==> src/rtl/key_pkg.sv <==
// Shared definitions for the key conditioner: per-channel FSM encoding and
// width helpers used to size the debounce and hold/repeat counters.
package key_pkg;

    typedef enum logic [1:0] {
        IDLE       = 2'd0,
        PRESS_WAIT = 2'd1,
        HELD       = 2'd2,
        REL_WAIT   = 2'd3
    } key_state_e;

    // Bits needed to count 0..value-1; never less than one bit.
    function automatic int clog2(input int value);
        int w;
        w = 1;
        while ((1 << w) < value) begin
            w++;
        end
        return w;
    endfunction

    function automatic int max3(input int a, input int b, input int c);
        int m;
        m = a;
        if (b > m) m = b;
        if (c > m) m = c;
        return m;
    endfunction

endpackage

==> src/rtl/key_debounce_ch.sv <==
// One key channel: 2-FF synchroniser, debounce FSM, long-press and
// auto-repeat counters. Every output is a register.
// The pulse ports are release_pulse / repeat_pulse because release and
// repeat are reserved words.
module key_debounce_ch
    import key_pkg::*;
#(
    parameter int DELAY      = 1000000,
    parameter int LONG       = 50000000,
    parameter int REPEAT     = 10000000,
    parameter int ACTIVE_LOW = 1
) (
    input  logic clk,
    input  logic rst,
    input  logic key,
    output logic level,
    output logic press,
    output logic release_pulse,
    output logic long_press,
    output logic repeat_pulse
);

    localparam int CW = clog2(DELAY);
    localparam int HW = clog2(max3(LONG, REPEAT, 2));
    localparam int REP_LAST_I = (REPEAT > 0) ? REPEAT - 1 : 0;
    localparam logic [CW-1:0] CNT_LAST  = CW'(DELAY - 1);
    localparam logic [HW-1:0] HOLD_LAST = HW'(LONG - 1);
    localparam logic [HW-1:0] REP_LAST  = HW'(REP_LAST_I);
    // Raw pin level when the key is not pressed.
    localparam logic IDLE_RAW = 1'(ACTIVE_LOW != 0);

    logic sync1, sync2, ks;
    key_state_e state, state_n;
    logic [CW-1:0] cnt, cnt_n;
    logic [HW-1:0] hold, hold_n, rep, rep_n;
    logic long_done, long_done_n;
    logic level_n, press_n, release_n, long_n, repeat_n;

    // Pressed = 1 regardless of pin polarity.
    assign ks = (ACTIVE_LOW != 0) ? ~sync2 : sync2;

    // State, counters, synchroniser and output registers.
    always_ff @(posedge clk) begin
        if (rst) begin
            sync1         <= IDLE_RAW;
            sync2         <= IDLE_RAW;
            state         <= IDLE;
            cnt           <= '0;
            hold          <= '0;
            rep           <= '0;
            long_done     <= 1'b0;
            level         <= 1'b0;
            press         <= 1'b0;
            release_pulse <= 1'b0;
            long_press    <= 1'b0;
            repeat_pulse  <= 1'b0;
        end else begin
            sync1         <= key;
            sync2         <= sync1;
            state         <= state_n;
            cnt           <= cnt_n;
            hold          <= hold_n;
            rep           <= rep_n;
            long_done     <= long_done_n;
            level         <= level_n;
            press         <= press_n;
            release_pulse <= release_n;
            long_press    <= long_n;
            repeat_pulse  <= repeat_n;
        end
    end

    // Next-state, counter updates and next values of the registered pulses.
    always_comb begin
        state_n     = state;
        cnt_n       = cnt;
        hold_n      = hold;
        rep_n       = rep;
        long_done_n = long_done;
        level_n     = level;
        press_n     = 1'b0;
        release_n   = 1'b0;
        long_n      = 1'b0;
        repeat_n    = 1'b0;
        case (state)
            IDLE: begin
                if (ks) begin
                    state_n = PRESS_WAIT;
                    cnt_n   = '0;
                end
            end
            PRESS_WAIT: begin
                if (!ks) begin
                    state_n = IDLE;
                end else if (cnt == CNT_LAST) begin
                    state_n     = HELD;
                    press_n     = 1'b1;
                    level_n     = 1'b1;
                    hold_n      = '0;
                    rep_n       = '0;
                    long_done_n = 1'b0;
                end else begin
                    cnt_n = cnt + CW'(1);
                end
            end
            HELD: begin
                // Hold stops counting once long_press has fired, which
                // is how it saturates; repeat only runs after that.
                if (!long_done) begin
                    if (hold == HOLD_LAST) begin
                        long_n      = 1'b1;
                        long_done_n = 1'b1;
                    end else begin
                        hold_n = hold + HW'(1);
                    end
                end else if (REPEAT > 0) begin
                    if (rep == REP_LAST) begin
                        repeat_n = 1'b1;
                        rep_n    = '0;
                    end else begin
                        rep_n = rep + HW'(1);
                    end
                end
                // Leaving HELD does not cancel a pulse due this cycle.
                if (!ks) begin
                    state_n = REL_WAIT;
                    cnt_n   = '0;
                end
            end
            REL_WAIT: begin
                if (ks) begin
                    state_n = HELD;
                end else if (cnt == CNT_LAST) begin
                    state_n   = IDLE;
                    release_n = 1'b1;
                    level_n   = 1'b0;
                end else begin
                    cnt_n = cnt + CW'(1);
                end
            end
            default: state_n = IDLE;
        endcase
    end

endmodule

==> src/rtl/key_debounce_n.sv <==
// N-channel push-button conditioner: one independent key_debounce_ch per
// key pin, outputs packed by channel index.
module key_debounce_n
    import key_pkg::*;
#(
    parameter int N          = 4,
    parameter int DELAY      = 1000000,
    parameter int LONG       = 50000000,
    parameter int REPEAT     = 10000000,
    parameter int ACTIVE_LOW = 1
) (
    input  logic         clk,
    input  logic         rst,
    input  logic [N-1:0] key,
    output logic [N-1:0] level,
    output logic [N-1:0] press,
    output logic [N-1:0] release_pulse,
    output logic [N-1:0] long_press,
    output logic [N-1:0] repeat_pulse
);

    for (genvar i = 0; i < N; i++) begin : g_ch
        key_debounce_ch #(
            .DELAY      (DELAY),
            .LONG       (LONG),
            .REPEAT     (REPEAT),
            .ACTIVE_LOW (ACTIVE_LOW)
        ) u_ch (
            .clk           (clk),
            .rst           (rst),
            .key           (key[i]),
            .level         (level[i]),
            .press         (press[i]),
            .release_pulse (release_pulse[i]),
            .long_press    (long_press[i]),
            .repeat_pulse  (repeat_pulse[i])
        );
    end

endmodule

==> config.mk <==
export PLATFORM = sky130hd
export DESIGN_NAME = key_debounce_n
export DESIGN_NICKNAME = d
export VERILOG_FILES = /design/src/rtl/key_pkg.sv /design/src/rtl/key_debounce_ch.sv /design/src/rtl/key_debounce_n.sv
export SDC_FILE = /design/constraint.sdc
export NUM_CORES = 1
export LEC_CHECK = 0
export BUFFER_PORTS_ARGS = -buffer_cell sky130_fd_sc_hd__buf_2
export CAP_MARGIN = 40
export CELL_PAD_IN_SITES_DETAIL_PLACEMENT = 1
export CELL_PAD_IN_SITES_GLOBAL_PLACEMENT = 2
export CORE_ASPECT_RATIO = 0.9
export CORE_MARGIN = 3
export CORE_UTILIZATION = 40
export CTS_BUF_LIST = sky130_fd_sc_hd__clkbuf_8
export DETAILED_ROUTE_END_ITERATION = 7
export PLACE_DENSITY_LB_ADDON = 0.25
export SETUP_SLACK_MARGIN = 0.3
export SLEW_MARGIN = 20
export SYNTH_ARGS = -nofsm -noshare
export SYNTH_HDL_FRONTEND = slang
export SYNTH_SLANG_ARGS = --single-unit
==> constraint.sdc <==
create_clock -name clk -period 5.1 [get_ports clk]
set_clock_uncertainty 0.2 [all_clocks]
set_input_delay 0.51 -clock clk [delete_from_list [all_inputs] [get_ports clk]]
set_output_delay 0.51 -clock clk [all_outputs]
set_load 0.02 [all_outputs]
==> qor.csv <==
metric;value;unit
outcome;finished clean;
Critical Path Fanout Max;17;
post-CTS sizing;0;
Crit Path Class;reg -> reg;
CP delay by family, top;simple AND/OR/NAND/NOR gates;
Fin. Hold Viols;0;
Synth Instances;2103;
worst-skew pair later-pin latency;0.66;ns
DP HPWL;31.9;mm
final WL;46.6;mm
share of the synthesized area in the top cell type;38.5;%
Hold Path Sink;g_ch[0].u_ch.hold[1];
post-synthesis sequential area ratio;38.5;%
Setup crit end kind;flip-flop;
grt total ovfl;0;
Required @ worst endpoint;5.43;ns
Slew HR;47.2;%
worst-margin pin slew;0.790;ns
post-synthesis cell area;17100;um^2
Layout area overhead;10.4;%
Slew Viols, Final;0;
Post-synth EDFFs;0;
mux share of post-synthesis cell area;0.301;%
cts bufs inserted;59;
total track usage;20.5;%
Cell Chain, Critical Path;inv_1 > ha_1 > inv_1 > nor2_1 > o31ai_1 > or3_1 > o41ai_1;
Die Width;224;um
xor and xnor area share after synthesis;7.34;%
CTS tree;built;
Core Footprint;41900;um^2
Most common cell on crit path;inv_1;
vias in the first global route;15902;
hold crit path type;in -> reg;
synth cell count leaders;328 x dfxtp_1, 257 x nor2_1, 187 x nand2_1, 122 x nand3_1, 113 x o21ai_0;
Worst Hold Path Cells;2;
root buf cell;clkbuf_8;
Top FF cell, synth;dfxtp_1;
Max Buffers Root-to-Sink;3;
# DRC;0;
pwr dens;322;nW/um^2
Synth area leader;dfxtp_1;
Antenna Nets Post-Route;0;
Reg clk slew, reported paths;0.06;ns
hold path start;rst;
proportion of layout cells with a drive suffix above 1;9.40;%
RSZ-0062 raised after global routing;no;
synthesized area per cell;8.12;um^2
Antenna diodes;0;
Post-synth ARST share;0;%
Critical Path AT;3.46;ns
Sink Count;328;
register-to-register setup slack;1.97;ns
Synth Area in Adders;1.76;%
Synth Register Bits;328;
Reg2Reg Depth;7;
worst r2r src;g_ch[0].u_ch.state[0];
Starting DRT DRC Count;673;
drt wl/cell;17.2;um
CP Launch Type;flip-flop;
Synthesis Warnings;0;
1st-pass router iterations;5;
crit share post-route;61.3;%
htree depth;2;
Net count, final;2143;
Synth Area in Compound Gates;16.1;%
first-pass GRT wire length;79.5;mm
DIE AREA;45200;um^2
largest net degree at the start of global routing;44;
synth unique cells;89;
top-count cell post-synth;dfxtp_1;
starting density of the core;40.7;%
largest family of logic cells by synthesized area;simple AND/OR/NAND/NOR gates;
Buffers on Ports;25;
Tmin final;3.13;ns
Mapped Nets;2133;
DR vias/cell;5.76;
Core Rows;71;
Pwr Total;0.00606;W
leakage;6.12;nW
via count;15605;
GP Congestion;0.796;
Area contributors post-synth;dfxtp_1 38%, nor2_1 5.7%, xnor2_1 4.3%, nand2_1 4.1%, nand3_1 3.6%;
number of antenna violations at the first check in global routing;0;
Die H;202;um
RR Endpoint;g_ch[0].u_ch.rep[13];
# IOs;26;
Worst Path Buf+Inv;2;
simple-gate portion of the synthesized area;32.0;%
Critical-path top delay cell;ha_1;
fmax;0.320;GHz
Worst VDD drop;0.171;mV
endpoints failing setup;0;
Worst path max stage delay;0.55;ns
Max Cap Viol;0;
Post-Route Setup TNS;0;ns
flip-flops by register name, summed over array words and instances (netlist names), named ones only:
signal and count:
g_ch.u_ch.state 4, g_ch.u_ch.sync1 4, g_ch.u_ch.rep 104, g_ch.u_ch.long_done 4
g_ch.u_ch.cnt 80, g_ch.u_ch.hold 104, g_ch.u_ch.release_pulse 4, g_ch.u_ch.press 4
g_ch.u_ch.repeat_pulse 4, g_ch.u_ch.level 4, g_ch.u_ch.long_press 4, g_ch.u_ch.sync2 4
worst reg2reg max path: stages (launching register included):
cell and delay (ns):
dfxtp_1 0.35, inv_1 0.13, ha_1 0.55, inv_1 0.22
nor2_1 0.54, o31ai_1 0.26, or3_1 0.41, o41ai_1 0.35
layout by cell type (no fill, tap or decap), types with 42 or more instances in the layout:
cell | netlist | final
o21ai_0 | 113 | 113
and3_1 | 42 | 42
nand3_1 | 122 | 122
a21oi_1 | 108 | 107
a31oi_1 | 42 | 42
xor2_1 | 60 | 60
dfxtp_1 | 328 | 328
nor2_1 | 257 | 257
nand4_1 | 88 | 88
nand2_1 | 187 | 187
inv_1 | 44 | 67
nor3_1 | 71 | 71
clkbuf_8 | 0 | 77
xnor2_1 | 83 | 83
logic make-up after synthesis:
family          count (synthesis)
compound gates                416
fa+ha+maj                      24
mux                             5
flops                         328
buf+inv                       150
simple gates                 1037
xor+xnor                      143
how the worst max path moves through the flow:
stage	startpoint	end	slack, ns	cells after the start
after detailed placement	g_ch[0].u_ch.state[0]	g_ch[0].u_ch.rep[13]	1.92	7
after floorplan	g_ch[3].u_ch.cnt[0]	g_ch[3].u_ch.rep[12]	2.65	10
after global routing	g_ch[0].u_ch.state[0]	g_ch[0].u_ch.rep[13]	1.66	7
after global placement	g_ch[2].u_ch.state[0]	g_ch[2].u_ch.rep[11]	1.87	9
final	g_ch[0].u_ch.state[0]	g_ch[0].u_ch.rep[13]	1.97	7
after CTS	g_ch[0].u_ch.state[0]	g_ch[0].u_ch.rep[13]	1.88	7
timing repair:
action / in CTS / in global routing
hold buffers: 4 / 0
hold endpoints to repair: 4 / 0
setup buffers: 0 / 0
layer usage:
layer / global-route usage [%] / share of wire (%) / up-vias
li1: - / - / 7692
met1: 28.2 / 49 / 7660
met2: 33.5 / 45 / 188
met3: 2.90 / 3.3 / 65
met4: 6.05 / 2.0 / 0
met5: 0 / 0 / -
power by group:
| group | switching (W) | total (W) | leakage (nW) | internal (W) |
|---|---|---|---|---|
| Sequential | 0.0000574 | 0.00266 | 2.64 | 0.00260 |
| Combinational | 0.000624 | 0.000881 | 2.77 | 0.000257 |
| Clock | 0.00113 | 0.00252 | 0.707 | 0.00139 |
| Total | 0.00181 | 0.00606 | 6.12 | 0.00425 |
through the flow:
step                      worst slack (ns)  cell area [um^2]  cells  utilization (%)  hold slack (ns)
after floorplan                       2.65             17100   2103                -            0.189
after global placement                1.87             17400   2578             41.6            0.191
after detailed placement              1.92             17500   2591             41.8            0.202
after CTS                             1.88             18800   2703             44.9           0.0731
after global routing                  1.66             18800   2707             44.9            0.116
final                                 1.97             18800   2707             44.9            0.121
layout make-up:
cell class | instances | area [um^2]
Multi-Input combinational cell | 1625 | 9820
Fill cell | 5068 | 23100
Clock buffer | 77 | 1060
Inverter | 44 | 165
Timing Repair Buffer | 55 | 382
Clock inverter | 31 | 163
Tap cell | 547 | 684
Sequential cell | 328 | 6570
No activity file was read; power rests on OpenSTA's default activity.
